**src/rtl/pipe_flow_ctrl_pkg.sv**
```systemverilog
// Shared types for the pipeline flow controller: state encoding and
// per-rule stall/flush masks (stall: pc,ifid,idex,exmem,memwb; flush: ifid..memwb).
package rv_fc_pkg;

  localparam logic FC_RUN  = 1'b0;
  localparam logic FC_PEND = 1'b1;

  typedef enum logic {
    ST_RUN  = FC_RUN,
    ST_PEND = FC_PEND
  } fc_state_e;

  // bit 0 is the earliest stage in both fields
  typedef struct packed {
    logic [4:0] stall;
    logic [3:0] flush;
  } fc_mask_t;

  localparam fc_mask_t MASK_NONE = '{
    stall: 5'b00000, flush: 4'b0000
  };
  localparam fc_mask_t MASK_MEMBUSY = '{
    stall: 5'b01111, flush: 4'b1000
  };
  localparam fc_mask_t MASK_EXBUSY = '{
    stall: 5'b00111, flush: 4'b0100
  };
  localparam fc_mask_t MASK_BR = '{
    stall: 5'b00000, flush: 4'b0011
  };
  localparam fc_mask_t MASK_LDUSE = '{
    stall: 5'b00011, flush: 4'b0010
  };
  localparam fc_mask_t MASK_TRAP = '{
    stall: 5'b00000, flush: 4'b1111
  };

endpackage

```
**src/rtl/pipe_flow_ctrl_if.sv**
```systemverilog
// Flow-control bundle between the controller and the pipeline stages.
// FC_PERF_CNT_EN adds the perf-counter clear input and counter outputs.
interface pipe_flow_ctrl_if #(
  parameter int PC_W = 32
`ifdef FC_PERF_CNT_EN
  ,
  parameter int PERF_W = 32
`endif
);
  logic            id_ld_hazard_i;
  logic            ex_busy_i;
  logic            ex_br_taken_i;
  logic [PC_W-1:0] ex_br_target_i;
  logic            mem_busy_i;
  logic            csr_trap_i;
  logic [PC_W-1:0] csr_trap_pc_i;
  logic            csr_mret_i;
  logic [PC_W-1:0] csr_mepc_i;

  logic            fc_stall_pc_o;
  logic            fc_stall_ifid_o;
  logic            fc_stall_idex_o;
  logic            fc_stall_exmem_o;
  logic            fc_stall_memwb_o;
  logic            fc_flush_ifid_o;
  logic            fc_flush_idex_o;
  logic            fc_flush_exmem_o;
  logic            fc_flush_memwb_o;
  logic            fc_redirect_o;
  logic [PC_W-1:0] fc_redirect_pc_o;
  logic            fc_busy_o;

`ifdef FC_PERF_CNT_EN
  logic              fc_perf_clr_i;
  logic [PERF_W-1:0] fc_stall_cyc_o;
  logic [PERF_W-1:0] fc_flush_evt_o;
`endif

  modport master (
    input  id_ld_hazard_i, ex_busy_i,
    input  ex_br_taken_i, ex_br_target_i,
    input  mem_busy_i,
    input  csr_trap_i, csr_trap_pc_i,
    input  csr_mret_i, csr_mepc_i,
`ifdef FC_PERF_CNT_EN
    input  fc_perf_clr_i,
    output fc_stall_cyc_o, fc_flush_evt_o,
`endif
    output fc_stall_pc_o, fc_stall_ifid_o,
    output fc_stall_idex_o, fc_stall_exmem_o,
    output fc_stall_memwb_o,
    output fc_flush_ifid_o, fc_flush_idex_o,
    output fc_flush_exmem_o, fc_flush_memwb_o,
    output fc_redirect_o, fc_redirect_pc_o,
    output fc_busy_o
  );

  modport slave (
    output id_ld_hazard_i, ex_busy_i,
    output ex_br_taken_i, ex_br_target_i,
    output mem_busy_i,
    output csr_trap_i, csr_trap_pc_i,
    output csr_mret_i, csr_mepc_i,
`ifdef FC_PERF_CNT_EN
    output fc_perf_clr_i,
    input  fc_stall_cyc_o, fc_flush_evt_o,
`endif
    input  fc_stall_pc_o, fc_stall_ifid_o,
    input  fc_stall_idex_o, fc_stall_exmem_o,
    input  fc_stall_memwb_o,
    input  fc_flush_ifid_o, fc_flush_idex_o,
    input  fc_flush_exmem_o, fc_flush_memwb_o,
    input  fc_redirect_o, fc_redirect_pc_o,
    input  fc_busy_o
  );

endinterface

```
**src/rtl/pipe_flow_ctrl_perf_cnt.sv**
```systemverilog
// Stall-cycle and redirect-event counters; wrap naturally, sync clear
// beats increment. Built only when FC_PERF_CNT_EN is defined.
module fc_perf_cnt #(
  parameter int PERF_W = 32
) (
  input  logic              clk,
  input  logic              rst_n,
  input  logic              clr,
  input  logic              stall_inc,
  input  logic              flush_inc,
  output logic [PERF_W-1:0] stall_cyc,
  output logic [PERF_W-1:0] flush_evt
);

  always_ff @(posedge clk or negedge rst_n) begin
    if (!rst_n) begin
      stall_cyc <= '0;
      flush_evt <= '0;
    end else if (clr) begin
      stall_cyc <= '0;
      flush_evt <= '0;
    end else begin
      if (stall_inc)
        stall_cyc <= stall_cyc + PERF_W'(1);
      if (flush_inc)
        flush_evt <= flush_evt + PERF_W'(1);
    end
  end

endmodule

```
**src/rtl/pipe_flow_ctrl.sv**
```systemverilog
// Pipeline flow controller: fixed-priority stall/flush/redirect with a
// pending trap/mret redirect held across MEM back-pressure (opt. FC_PERF_CNT_EN).
module pipe_flow_ctrl
  import rv_fc_pkg::*;
#(
  parameter int PC_W = 32
`ifdef FC_PERF_CNT_EN
  ,
  parameter int PERF_W = 32
`endif
) (
  input  logic clk,
  input  logic rst_n,
  pipe_flow_ctrl_if.master fc
);

  fc_state_e       state;
  fc_state_e       state_nxt;
  logic [PC_W-1:0] pend_pc;
  logic [PC_W-1:0] pend_pc_nxt;

  fc_mask_t        mask;
  logic            redir;
  logic [PC_W-1:0] redir_pc;

  logic            req;
  logic [PC_W-1:0] req_pc;

  assign req    = fc.csr_trap_i | fc.csr_mret_i;
  assign req_pc = fc.csr_trap_i ? fc.csr_trap_pc_i
                                : fc.csr_mepc_i;

  always_ff @(posedge clk or negedge rst_n) begin
    if (!rst_n) begin
      state   <= ST_RUN;
      pend_pc <= '0;
    end else begin
      state   <= state_nxt;
      pend_pc <= pend_pc_nxt;
    end
  end

  always_comb begin
    state_nxt   = state;
    pend_pc_nxt = pend_pc;
    mask        = MASK_NONE;
    redir       = 1'b0;
    redir_pc    = '0;
    unique case (state)
      ST_RUN: begin
        if (req && !fc.mem_busy_i) begin
          mask     = MASK_TRAP;
          redir    = 1'b1;
          redir_pc = req_pc;
        end else if (fc.mem_busy_i) begin
          mask = MASK_MEMBUSY;
          if (req) begin
            pend_pc_nxt = req_pc;
            state_nxt   = ST_PEND;
          end
        end else if (fc.ex_busy_i) begin
          mask = MASK_EXBUSY;
        end else if (fc.ex_br_taken_i) begin
          mask     = MASK_BR;
          redir    = 1'b1;
          redir_pc = fc.ex_br_target_i;
        end else if (fc.id_ld_hazard_i) begin
          mask = MASK_LDUSE;
        end
      end
      ST_PEND: begin
        if (fc.mem_busy_i) begin
          mask = MASK_MEMBUSY;
          // a later trap supersedes; a later mret is dropped
          if (fc.csr_trap_i)
            pend_pc_nxt = fc.csr_trap_pc_i;
        end else begin
          mask      = MASK_TRAP;
          redir     = 1'b1;
          redir_pc  = req ? req_pc : pend_pc;
          state_nxt = ST_RUN;
        end
      end
      default: begin
        state_nxt = ST_RUN;
      end
    endcase
  end

  assign fc.fc_stall_pc_o    = rst_n & mask.stall[0];
  assign fc.fc_stall_ifid_o  = rst_n & mask.stall[1];
  assign fc.fc_stall_idex_o  = rst_n & mask.stall[2];
  assign fc.fc_stall_exmem_o = rst_n & mask.stall[3];
  assign fc.fc_stall_memwb_o = rst_n & mask.stall[4];
  assign fc.fc_flush_ifid_o  = rst_n & mask.flush[0];
  assign fc.fc_flush_idex_o  = rst_n & mask.flush[1];
  assign fc.fc_flush_exmem_o = rst_n & mask.flush[2];
  assign fc.fc_flush_memwb_o = rst_n & mask.flush[3];
  assign fc.fc_redirect_o    = rst_n & redir;
  assign fc.fc_redirect_pc_o = rst_n ? redir_pc : '0;
  assign fc.fc_busy_o        = rst_n & (state == ST_PEND);

`ifdef FC_PERF_CNT_EN
  fc_perf_cnt #(
    .PERF_W (PERF_W)
  ) u_perf (
    .clk       (clk),
    .rst_n     (rst_n),
    .clr       (fc.fc_perf_clr_i),
    .stall_inc (fc.fc_stall_pc_o),
    .flush_inc (fc.fc_redirect_o),
    .stall_cyc (fc.fc_stall_cyc_o),
    .flush_evt (fc.fc_flush_evt_o)
  );
`endif

endmodule

```
**src/flat_wrapper.sv**
```systemverilog
// flat-port wrapper written by rule: the top's interface ports become plain ports
module pipe_flow_ctrl_flat import rv_fc_pkg::*;
#(
  parameter int PC_W = 32

)
  (clk, rst_n, fc_id_ld_hazard_i, fc_ex_busy_i, fc_ex_br_taken_i, fc_ex_br_target_i, fc_mem_busy_i, fc_csr_trap_i, fc_csr_trap_pc_i, fc_csr_mret_i, fc_csr_mepc_i, fc_fc_stall_pc_o, fc_fc_stall_ifid_o, fc_fc_stall_idex_o, fc_fc_stall_exmem_o, fc_fc_stall_memwb_o, fc_fc_flush_ifid_o, fc_fc_flush_idex_o, fc_fc_flush_exmem_o, fc_fc_flush_memwb_o, fc_fc_redirect_o, fc_fc_redirect_pc_o, fc_fc_busy_o);
  pipe_flow_ctrl_if #(.PC_W(PC_W)) fc_i ();
  input  logic clk;
  input  logic rst_n;
  input wire logic [$bits(fc_i.id_ld_hazard_i)-1:0] fc_id_ld_hazard_i;
  input wire logic [$bits(fc_i.ex_busy_i)-1:0] fc_ex_busy_i;
  input wire logic [$bits(fc_i.ex_br_taken_i)-1:0] fc_ex_br_taken_i;
  input wire logic [$bits(fc_i.ex_br_target_i)-1:0] fc_ex_br_target_i;
  input wire logic [$bits(fc_i.mem_busy_i)-1:0] fc_mem_busy_i;
  input wire logic [$bits(fc_i.csr_trap_i)-1:0] fc_csr_trap_i;
  input wire logic [$bits(fc_i.csr_trap_pc_i)-1:0] fc_csr_trap_pc_i;
  input wire logic [$bits(fc_i.csr_mret_i)-1:0] fc_csr_mret_i;
  input wire logic [$bits(fc_i.csr_mepc_i)-1:0] fc_csr_mepc_i;
  output wire logic [$bits(fc_i.fc_stall_pc_o)-1:0] fc_fc_stall_pc_o;
  output wire logic [$bits(fc_i.fc_stall_ifid_o)-1:0] fc_fc_stall_ifid_o;
  output wire logic [$bits(fc_i.fc_stall_idex_o)-1:0] fc_fc_stall_idex_o;
  output wire logic [$bits(fc_i.fc_stall_exmem_o)-1:0] fc_fc_stall_exmem_o;
  output wire logic [$bits(fc_i.fc_stall_memwb_o)-1:0] fc_fc_stall_memwb_o;
  output wire logic [$bits(fc_i.fc_flush_ifid_o)-1:0] fc_fc_flush_ifid_o;
  output wire logic [$bits(fc_i.fc_flush_idex_o)-1:0] fc_fc_flush_idex_o;
  output wire logic [$bits(fc_i.fc_flush_exmem_o)-1:0] fc_fc_flush_exmem_o;
  output wire logic [$bits(fc_i.fc_flush_memwb_o)-1:0] fc_fc_flush_memwb_o;
  output wire logic [$bits(fc_i.fc_redirect_o)-1:0] fc_fc_redirect_o;
  output wire logic [$bits(fc_i.fc_redirect_pc_o)-1:0] fc_fc_redirect_pc_o;
  output wire logic [$bits(fc_i.fc_busy_o)-1:0] fc_fc_busy_o;
  assign fc_i.id_ld_hazard_i = fc_id_ld_hazard_i;
  assign fc_i.ex_busy_i = fc_ex_busy_i;
  assign fc_i.ex_br_taken_i = fc_ex_br_taken_i;
  assign fc_i.ex_br_target_i = fc_ex_br_target_i;
  assign fc_i.mem_busy_i = fc_mem_busy_i;
  assign fc_i.csr_trap_i = fc_csr_trap_i;
  assign fc_i.csr_trap_pc_i = fc_csr_trap_pc_i;
  assign fc_i.csr_mret_i = fc_csr_mret_i;
  assign fc_i.csr_mepc_i = fc_csr_mepc_i;
  assign fc_fc_stall_pc_o = fc_i.fc_stall_pc_o;
  assign fc_fc_stall_ifid_o = fc_i.fc_stall_ifid_o;
  assign fc_fc_stall_idex_o = fc_i.fc_stall_idex_o;
  assign fc_fc_stall_exmem_o = fc_i.fc_stall_exmem_o;
  assign fc_fc_stall_memwb_o = fc_i.fc_stall_memwb_o;
  assign fc_fc_flush_ifid_o = fc_i.fc_flush_ifid_o;
  assign fc_fc_flush_idex_o = fc_i.fc_flush_idex_o;
  assign fc_fc_flush_exmem_o = fc_i.fc_flush_exmem_o;
  assign fc_fc_flush_memwb_o = fc_i.fc_flush_memwb_o;
  assign fc_fc_redirect_o = fc_i.fc_redirect_o;
  assign fc_fc_redirect_pc_o = fc_i.fc_redirect_pc_o;
  assign fc_fc_busy_o = fc_i.fc_busy_o;
  pipe_flow_ctrl #(.PC_W(PC_W)) u_core (.clk(clk), .rst_n(rst_n), .fc(fc_i));
endmodule
```
**config.mk**
```make
export PLATFORM = sky130hd
export DESIGN_NAME = pipe_flow_ctrl_flat
export DESIGN_NICKNAME = d
export VERILOG_FILES = /design/src/rtl/pipe_flow_ctrl_pkg.sv /design/src/rtl/pipe_flow_ctrl_if.sv /design/src/rtl/pipe_flow_ctrl_perf_cnt.sv /design/src/rtl/pipe_flow_ctrl.sv /design/src/flat_wrapper.sv
export SDC_FILE = /design/constraint.sdc
export NUM_CORES = 1
export LEC_CHECK = 0
export BUFFER_PORTS_ARGS = -buffer_cell sky130_fd_sc_hd__buf_2
export CORE_ASPECT_RATIO = 0.5
export CORE_MARGIN = 2
export CORE_UTILIZATION = 30
export DETAILED_ROUTE_END_ITERATION = 7
export PLACE_DENSITY = 0.53
export SLEW_MARGIN = 20
export SYNTH_ARGS = -nofsm -noshare
export SYNTH_HDL_FRONTEND = slang
export SYNTH_HIERARCHICAL = 1
export SYNTH_SLANG_ARGS = --single-unit
```
**constraint.sdc**
```tcl
create_clock -name clk -period 2.1 [get_ports clk]
set_input_delay 0.42 -clock clk [delete_from_list [all_inputs] [get_ports clk]]
set_output_delay 0.42 -clock clk [all_outputs]
set_load 0.05 [all_outputs]
```
Word-level counts from Yosys, hierarchy flattened

Index checks and enable logic that the tools add are counted.

Flip-flop bits (word level): 33
Bits in latches: 0
RAM bits: 0
ROM bits: 0
Word-level logic and storage cells: 54
Memories kept: 0

Add/sub/neg operators: 0
Multipliers: 0
Div/mod/pow operators: 0
Order comparisons: 0
Eq/ne operators: 4
Shift-type cells: 0
Muxes and demuxes: 32
Bitwise logic cells: 13
Reductions and logical operators: 3

Operators with widths:

| cell                                  | number |
|---|---|
| 2-to-1 mux 32 bit                     | 12 |
| case mux 32 bit (2 select lines)      | 2 |
| 2-to-1 mux 9 bit                      | 4 |
| case mux 9 bit (2 select lines)       | 1 |
| AND 1 bit                             | 11 |
| 2-to-1 mux 1 bit                      | 9 |
| 2-to-1 mux 8 bit                      | 1 |
| != test 2 bit (second input constant) | 4 |
| 2-to-1 mux 6 bit                      | 1 |
| case mux 1 bit (2 select lines)       | 2 |
| AND reduction 4 bit                   | 1 |
| logical AND 1 bit                     | 1 |
| zero test 1 bit                       | 1 |
| inverter 1 bit                        | 1 |
| OR 1 bit                              | 1 |

Longest topological paths before layout

Gate-level depths: netlist (run 1).

Depth in word-level cells: 7
Depth in mapped cells: 7
Depth with buffers taken out: 3

Least setup slack after synthesis (run 1)

Ideal clock, no wire load.

Path type: input to output
Start: input fc_csr_mret_i
End: output fc_fc_stall_pc_o
Arrival time: 2.144 ns
Slack: -0.464 ns
Stages on the path: 7
Path buffers: 4
Cell sequence: buf_2 buf_6 buf_6 nor3_2 nor2_1 nor2_1 buf_4

Word-level cells in the longest chain between the ends: 5

RTL lines:

| element                         | line                 | text |
|---|---|---|
| start: declaration              | flat_wrapper.sv:18   | `input wire logic [$bits(fc_i.csr_mret_i)-1:0] fc_csr_mret_i;` |
| OR 1 bit                        | pipe_flow_ctrl.sv:29 | `assign req = fc.csr_trap_i \| fc.csr_mret_i;` |
| logical AND 1 bit               | pipe_flow_ctrl.sv:51 | `if (req && !fc.mem_busy_i) begin` |
| 2-to-1 mux 9 bit                | pipe_flow_ctrl.sv:51 |  |
| case mux 9 bit (2 select lines) | pipe_flow_ctrl.sv:49 | `unique case (state)` |
| AND 1 bit                       | pipe_flow_ctrl.sv:90 | `assign fc.fc_stall_pc_o = rst_n & mask.stall[0];` |
| end: declaration                | flat_wrapper.sv:20   | `output wire logic [$bits(fc_i.fc_stall_pc_o)-1:0] fc_fc_stall_pc_o;` |

No other way between the ends.

Final worst setup path (run 1)

Start: register u_core.state
End: output fc_fc_redirect_pc_o[28]

Word-level cells in the longest chain between the ends: 3

RTL lines:

| element                              | line                  | text |
|---|---|---|
| start: declaration                   | pipe_flow_ctrl.sv:17  | `fc_state_e state;` |
| start signal: assignment             | pipe_flow_ctrl.sv:38  | `state <= state_nxt;` |
| inverter 1 bit                       | n/a                   |  |
| case mux 32 bit (2 select lines) (*) | pipe_flow_ctrl.sv:49  |  |
| 2-to-1 mux 32 bit (*)                | pipe_flow_ctrl.sv:100 | `assign fc.fc_redirect_pc_o = rst_n ? redir_pc : '0;` |
| end: declaration                     | flat_wrapper.sv:30    | `output wire logic [$bits(fc_i.fc_redirect_pc_o)-1:0] fc_fc_redirect_pc_o;` |

Mark *: on every way between the ends. The rest lies on a longest branch, timed or not.

==> flow_summary.ini, run 1 <==
[timing]
fin_crit_sh_pct = 104
fin_ws_ps = -90.8
period_needed_ps = 2190
timing.fmax_mhz = 456
clock_skew_ps = 3.90
setup_viol = 31
slew_headroom_pct = 56.4
final-max-slew-violation-count = 0
rsz0062_at_grt = yes
worstMarginPinSlew_ps = 654
finalHoldViolations = 0
fin_tns_setup_ps = -1400

[critical_path]
worstSetupStartpointType = register
end_kind = output port
timing.rr.start = u_core/state
reg2reg_slack_ps = 720
crit_chain = or2_4 > buf_12 > a2111oi_4 > o21a_2 > buf_6
required_ps = 1680
worst-setup-path-type = register to output port
cp.arrival_ps = 1770
setup.worst_path.start = u_core/state
worst_path_max_delay_cell = dfrtp_1
cp_max_fo = 12
slowest_delay_ps = 380

[synthesis]
yosysWarningCount = 6
synth_area_leader_cell = dfrtp_1
synth.avg_cell_area_sq_um = 8.77
synth_top_area_share_pct = 21.1
syn_area_sq_mm = 0.00391
synth-async-reset-ratio_pct = 100
synth_seq_cells = 33
synthTopCellsByArea = dfrtp_1 (21%), a2111oi_2 (10%), mux2i_1 (8.2%), a221oi_1 (6.5%), o21a_1 (6.3%)
syn_nets = 550
synth.distinct_cells = 31
yosys_most_used_dff = dfrtp_1
syn_inst = 446
seq_area_frac_synth_pct = 21.1
synth_edf_count = 0

[pwr]
fin_total_pwr_uw = 2840
power_density_mw_per_mm2 = 465
p_leak_uw = 0.00240
irDropWorstVdd_v = 0.000247

[routing]
postRouteAntennaNets = 0
vias = 4228
drt_iter0_markers = 184
via_per_inst = 5.42
drcViolationCount = 0
avgRoutedWirePerCell_um = 18.1
dr.pass1.iters = 4
drt-total-wl_um = 14100

[die]
io_pins = 147
die_height_um = 84.7
start_util_pct = 30.8
core.rowCount = 29
dieArea_sq_mm = 0.0140
die-width_um = 165
coreArea_sq_mm = 0.0127

[place]
postPlaceCellArea_sq_mm = 0.00523
place_congestion = 0.768
place_hpwl_um = 9590
portBuffers = 145

[worst_hold_path]
hold_path_class = primary input to async pin

[clock_tree]
clk_pin_slew_ps = 50
cts_tree = yes
clockRootBuffer = clkbuf_16
clock_latency_ps = 280
clock-sinks = 33
clk_path_buf_depth = 2
cts_buffers = 5
htreeDepth = 2

[run_status]
outcome = finished, violations left
violations = setup timing

[layout]
layout-drive-gt1-share_pct = 51.6
nets = 714
final_area_sq_mm = 0.00611
area_growth_pct = 56.2
fin_util_pct = 48.1
antenna_cells = 0
layout_common_cells = buf_2 (109), buf_4 (53), a21oi_1 (34)
final_common_cell = buf_2

[global_route]
grt.total_usage_pct = 19.6
grt-ovfl-total = 0
grt_pass1_wl_um = 22100
grt_pass1_vias = 4306
antenna_found_initial = 0
grt_max_degree = 68

[job]
maxCapViolCount = 0
-- per-stage QoR --
| stage | hold slack (ps) | setup slack, ps | cells |
|---|---|---|---|
| 2_1_floorplan | 124 | -80.0 | 446 |
| 3_3_place_gp | 567 | -166 | 768 |
| 3_5_place_dp | 571 | -187 | 768 |
| 4_1_cts | 285 | -69.1 | 778 |
| 5_1_grt | 337 | -167 | 780 |
| 6_report | 312 | -90.8 | 780 |
-- where the power goes --
part	total [uW]	internal (uW)	leakage (uW)	switching, uW
combinational	1330	599	0.00197	728
clock	731	465	0.0000700	265
sequential	783	730	0.000362	53.8
-- cells by family (layout without fill, tap and decap cells) --
family / Yosys count / after routing / share of synthesized area (%)
simple gates: 149 / 149 / 25.6
mux: 32 / 32 / 8.19
buf+inv: 62 / 226 / 8.35
flops: 33 / 33 / 21.1
compound gates: 169 / 169 / 36.6
other cells: 1 / 1 / 0.0959
-- sequential cells by signal, summed over array words and instances, names as in the netlist --
register / flops
u_core/state: 1
u_core/pend_pc: 32
-- cell usage after synthesis (all sizes together) (4+ instances only) --
master	instances
buf	28
nand2b	4
nand3b	32
and2	31
a21oi	35
o21a	33
dfrtp	33
nor3b	32
a2111oi	32
nor2b	36
mux2i	32
clkbuf	32
nor2	7
a221oi	29
a211oi	32
-- path summary, 6_finish.rpt --
| check | end | cells past startpoint |
|---|---|---|
| setup / recovery | fc_fc_redirect_pc_o[28] | 5 |
| hold / removal | u_core/pend_pc[25] | 2 |
| setup reg to reg | u_core/pend_pc[7] | 5 |
| hold reg to reg | u_core/pend_pc[30] | 1 |
| max in group asynchronous | u_core/pend_pc[12] | 3 |
| min in group clk | u_core/pend_pc[30] | 1 |
-- worst max-delay path, delay by kind of cell, from the launching register on --
kind / cells / cell delay [ps]
flops: 1 / 380
buf+inv: 2 / 330
simple gates: 1 / 280
compound gates: 2 / 490
-- area by class of cell --
| class | count | area [sq um] |
|---|---|---|
| Fill cell | 1223 | 6590 |
| Multi-Input combinational cell | 351 | 3180 |
| Timing Repair Buffer | 217 | 1740 |
| Sequential cell | 33 | 826 |
| Tap cell | 170 | 213 |
| Clock buffer | 7 | 143 |
| Inverter | 2 | 7.51 |
-- what timing repair did --
action / CTS / global route
endpoints found under the setup margin: 36 / 36
buffers inserted: 2 / 2
cloned: 1 / 0
gates resized for setup: 91 / 49
hold buffers: 0 / 0
pin swaps: 21 / 11
-- metal layers --
layer | GRT usage (%) | wire length, um
met5 | 0 | 0
met4 | 2.59 | 78
met3 | 2.87 | 526
met2 | 33.8 | 6890
met1 | 26.8 | 6590
Power figures use the tool's default switching activity.
==> inputs of run 2 (changes only) <==
--- a/config.mk
+++ b/config.mk
@@ -8,9 +8,9 @@
 export BUFFER_PORTS_ARGS = -buffer_cell sky130_fd_sc_hd__buf_2
 export CORE_ASPECT_RATIO = 0.5
 export CORE_MARGIN = 2
-export CORE_UTILIZATION = 30
+export CORE_UTILIZATION = 40
 export DETAILED_ROUTE_END_ITERATION = 7
-export PLACE_DENSITY = 0.53
+export PLACE_DENSITY = 0.67
 export SLEW_MARGIN = 20
 export SYNTH_ARGS = -nofsm -noshare
 export SYNTH_HDL_FRONTEND = slang
==> constraint.sdc (replaced) <==
create_clock -name clk -period 2.1 [get_ports clk]
set_input_delay 0.105 -clock clk [delete_from_list [all_inputs] [get_ports clk]]
set_output_delay 0.105 -clock clk [all_outputs]
set_load 0.05 [all_outputs]
==> run 2 against run 1 <==
  * The run now ends clean
  * Wire length decreased by 16%
  * Sequential power about the same
  * Clock skew about the same
  * Flip-flop and latch count unchanged
  * Total power decreased by 11%
  * Die area decreased by 24%
  * Critical path depth unchanged
  * Largest cell class unchanged
  * Largest power group unchanged
==> flow_summary.ini, run 2 (same netlist as run 1, synthesis figures left out) <==
[critical_path]
end_kind = output port
cp_max_fo = 10
reg2reg_slack_ps = 780
r2r_end = u_core/pend_pc[5]
rr_worst_depth = 5
cp.arrival_ps = 1950
required_ps = 2000
crit_chain = or2_2 > buf_4 > a2111oi_2 > o21a_1 > clkbuf_4
setup.worst_path.start = u_core/state
worst-setup-path-type = register to output port
critPathTopFamily = compound AO/OA/AOI/OAI gates
timing.rr.start = u_core/state
critPathBufInv = 2
worstSetupStartpointType = register
worst_path_max_delay_cell = dfrtp_1
slowest_delay_ps = 370

[layout]
layout_common_cells = buf_2 (134), nor2b_1 (35), a21oi_1 (35)
seq_area_sq_um = 826
largest_reg_flops = 32
final_area_sq_mm = 0.00487
area_growth_pct = 24.6
antenna_cells = 0
final_common_cell = buf_2
n_fill_cell = 936
nets = 661
multi_input_area_sq_mm = 0.00278
top_regs = u_core/pend_pc: 32 flops, u_core/state: 1 flops
layout-drive-gt1-share_pct = 36.8
top_register = u_core/pend_pc

[routing]
vias = 4051
drt-total-wl_um = 11800
avgRoutedWirePerCell_um = 17.1
postRouteAntennaNets = 0
drt_iter0_markers = 194
via_per_inst = 5.85
dr.pass1.iters = 4
drcViolationCount = 0

[timing]
finalHoldViolations = 0
fin_tns_setup_ps = 0
period_needed_ps = 2050
slew_headroom_pct = 38.2
final-max-slew-violation-count = 0
setup_viol = 0
clock_skew_ps = 3.50
worstMarginPinSlew_ps = 924
timing.fmax_mhz = 487
fin_crit_sh_pct = 97.8
timing.hold.ws_ps = 227

[run_status]
outcome = finished, final reports clean

[die]
coreArea_sq_mm = 0.00948
start_util_pct = 41.3
die-width_um = 144
die_height_um = 73.9
io_pins = 147
core.rowCount = 25
dieArea_sq_mm = 0.0106

[pwr]
p_leak_uw = 0.00195
irDropWorstVdd_v = 0.000323
power_density_mw_per_mm2 = 520

[clock_tree]
cts_buffers = 5
clk_pin_slew_ps = 50
cts_tree = yes
clock_latency_ps = 270
clockRootBuffer = clkbuf_16
post_cts_buffers = 0
clk_path_buf_depth = 2
htreeDepth = 2
clock-sinks = 33

[global_route]
grt.total_usage_pct = 21.9
grt_pass1_vias = 3763
grt-ovfl-total = 0
grt_max_degree = 75
antenna_found_initial = 0
grt_pass1_wl_um = 18700

[place]
place_congestion = 0.780
postPlaceCellArea_sq_mm = 0.00468
place_hpwl_um = 7920
portBuffers = 145

[job]
maxCapViolCount = 0

[worst_hold_path]
hold_path_class = primary input to async pin
## run 2: cell count changes in the layout (fill, tap and decap cells not counted), sizes merged
| cell | delta |
|---|---|
| clkbuf | +10 |
| dlygate4sd3 | +1 |
| buf | -64 |
## run 2: cell type report
| type | count | share of cell area [%] |
|---|---|---|
| Multi-Input combinational cell | 351 | 57.0 |
| Tap cell | 135 | 3.47 |
| Timing Repair Buffer | 164 | 19.5 |
| Sequential cell | 33 | 16.9 |
| Clock buffer | 7 | 2.93 |
| Inverter | 2 | 0.154 |
## run 2: power breakdown
part / total [uW] / internal [uW] / switching [uW] / leakage (uW)
Clock: 715 / 465 / 250 / 0.0000700
Combinational: 1040 / 407 / 629 / 0.00152
Sequential: 783 / 730 / 52.8 / 0.000362
## run 2: worst register-to-register path: cells and delay by family, from the launching register on
kind            cells  cell delay [ps]
flops               1              370
buf+inv             2              400
compound gates      2              350
simple gates        1               90
## run 2: worst max-delay path by stage
| stage | end | slack, ps | cells after the start |
|---|---|---|---|
| global placement | fc_fc_redirect_pc_o[7] | 200 | 6 |
| global route | fc_fc_redirect_pc_o[1] | -10 | 5 |
| floorplan | fc_fc_stall_pc_o | 60 | 6 |
| finish | fc_fc_redirect_pc_o[13] | 50 | 5 |
| detailed placement | fc_fc_redirect_pc_o[11] | 160 | 6 |
| CTS | fc_fc_redirect_pc_o[1] | 10 | 5 |
## run 2: what timing repair did
item                                   4_1_cts  5_1_grt
hold buffers                                 1        0
setup endpoints to repair                    0       10
endpoints found under the hold margin        4        0
gates resized for setup                      0       17
## run 2: metal layers
metal	track usage [%]	up-vias	share of wire, %
met2	38.6	98	47
li1	-	1960	-
met3	3.52	10	4.2
met4	4.58	0	1.1
met1	29.0	1983	47
met5	0	-	0
## run 2: through the flow
stage | setup WS (ps) | utilization [%] | power, uW | std cells
floorplan | 59.7 | - | 1530 | 446
global placement | 197 | 49.4 | 1800 | 684
detailed placement | 158 | 49.4 | 1820 | 684
CTS | 9.63 | 51.0 | 2550 | 692
global route | -14.0 | 51.4 | 2690 | 692
finish | 45.6 | 51.4 | 2530 | 692
==> inputs of run 3 (changes only) <==
--- a/config.mk
+++ b/config.mk
@@ -7,7 +7,6 @@
 export LEC_CHECK = 0
 export BUFFER_PORTS_ARGS = -buffer_cell sky130_fd_sc_hd__buf_2
 export CORE_ASPECT_RATIO = 0.5
-export CORE_MARGIN = 2
 export CORE_UTILIZATION = 40
 export DETAILED_ROUTE_END_ITERATION = 7
 export PLACE_DENSITY = 0.67
==> run 3 against run 2 <==
  * Sequential share of layout area down 0.25 points
  * Largest power group unchanged
  * Critical path type unchanged
  * Flip-flop and latch count unchanged
  * Count of clock-buffer cells in the layout decreased by 2
  * Non-clock buffer count up 2
==> flow_summary.ini, run 3 (same netlist as run 1, synthesis figures left out) <==
[critical_path]
critPathBufInv = 2
slowest_delay_ps = 370
worst_path_max_delay_cell = dfrtp_1
worst-setup-path-type = register to output port
cp_max_fo = 10
critPathTopFamily = buffers and inverters
timing.rr.start = u_core/state
required_ps = 2000
crit_chain = or2_4 > buf_4 > a2111oi_2 > o21a_1 > buf_2
setup.worst_path.start = u_core/state
worstSetupStartpointType = register
end_kind = output port
cp.arrival_ps = 1880

[clock_tree]
clk_path_buf_depth = 2
post_cts_buffers = 0
clock_latency_ps = 270
cts_buffers = 5
htreeDepth = 2
clockRootBuffer = clkbuf_16
clk_pin_slew_ps = 50
clock-sinks = 33
cts_tree = yes

[layout]
largest_reg_flops = 32
top_register = u_core/pend_pc
area_growth_pct = 26.5
layout_common_cells = buf_2 (128), nor2b_1 (35), a21oi_1 (35)
final_area_sq_mm = 0.00495
final_common_cell = buf_2
top_regs = u_core/pend_pc: 32 flops, u_core/state: 1 flops
antenna_cells = 0
nets = 663
layout-drive-gt1-share_pct = 36.9

[timing]
worstMarginPinSlew_ps = 586
final-max-slew-violation-count = 0
rsz0062_at_grt = no
period_needed_ps = 1990
setup_viol = 0
finalHoldViolations = 0
slew_headroom_pct = 60.9
fin_crit_sh_pct = 94.6
timing.hold.ws_ps = 212
fin_tns_setup_ps = 0
timing.fmax_mhz = 503
clock_skew_ps = 4.02

[pwr]
power_density_mw_per_mm2 = 509
fin_total_pwr_uw = 2520
p_leak_uw = 0.00198
irDropWorstVdd_v = 0.000362

[routing]
drt_iter0_markers = 184
postRouteAntennaNets = 0
dr.pass1.iters = 4
drcViolationCount = 0
vias = 4001
via_per_inst = 5.77
drt-total-wl_um = 11600
avgRoutedWirePerCell_um = 16.7

[die]
die-width_um = 142
core.rowCount = 25
coreArea_sq_mm = 0.00948
start_util_pct = 41.3
io_pins = 147
dieArea_sq_mm = 0.0102
die_height_um = 71.9

[job]
maxCapViolCount = 0

[global_route]
grt_pass1_wl_um = 18500
antenna_found_initial = 0
grt.total_usage_pct = 22.3
grt_max_degree = 75
grt-ovfl-total = 0
grt_pass1_vias = 3700

[run_status]
outcome = finished, final reports clean

[place]
place_hpwl_um = 8030
place_congestion = 0.768
portBuffers = 145
postPlaceCellArea_sq_mm = 0.00476

[worst_hold_path]
hold_path_class = primary input to async pin
-- run 3: cell count changes in the layout (fill, tap and decap cells not counted), sizes merged --
cell    delta
clkbuf    -13
buf       +13
clkinv     +1
-- run 3: worst paths after layout --
path | cells past startpoint | slack (ps) | end
max | 5 | 110 | fc_fc_redirect_pc_o[9]
min | 2 | 210 | u_core/pend_pc[14]
max reg2reg | 4 | 720 | u_core/pend_pc[10]
min reg2reg | 2 | 590 | u_core/pend_pc[7]
max in group asynchronous | 4 | 1230 | u_core/pend_pc[7]
min in group clk | 3 | 280 | u_core/pend_pc[3]
-- run 3: routing by layer --
metal	vias up	share of wire (%)	wire (um)	global-route usage, %
met1	1947	46	5360	29.6
met3	6	4.3	503	3.04
met4	0	0.67	78	3.23
li1	1956	-	-	-
met5	-	0	0	0
met2	92	49	5660	39.7
-- run 3: repair_timing --
item	4_1_cts	5_1_grt
endpoints found under the setup margin	17	0
hold endpoints to repair	25	0
hold buffers	1	0
resized for setup	18	0
-- run 3: report_power, final --
part,switching [uW],internal (uW),total [uW]
Sequential,53.1,730,783
Combinational,630,427,1060
Clock,256,423,679
Total,939,1580,2520
-- run 3: layout make-up --
| class | count | area, sq um |
|---|---|---|
| Inverter | 2 | 7.51 |
| Multi-Input combinational cell | 351 | 2770 |
| Fill cell | 952 | 4530 |
| Timing Repair Buffer | 166 | 1040 |
| Sequential cell | 33 | 826 |
| Clock buffer | 5 | 125 |
| Tap cell | 135 | 169 |
| Clock inverter | 1 | 5.00 |
-- run 3: stage by stage --
stage	setup slack [ps]	util, %	cells
after floorplan	59.7	-	446
after global placement	107	49.7	684
after detailed placement	232	50.2	686
after CTS	103	52.2	693
after global routing	15.1	52.2	693
final	112	52.2	693
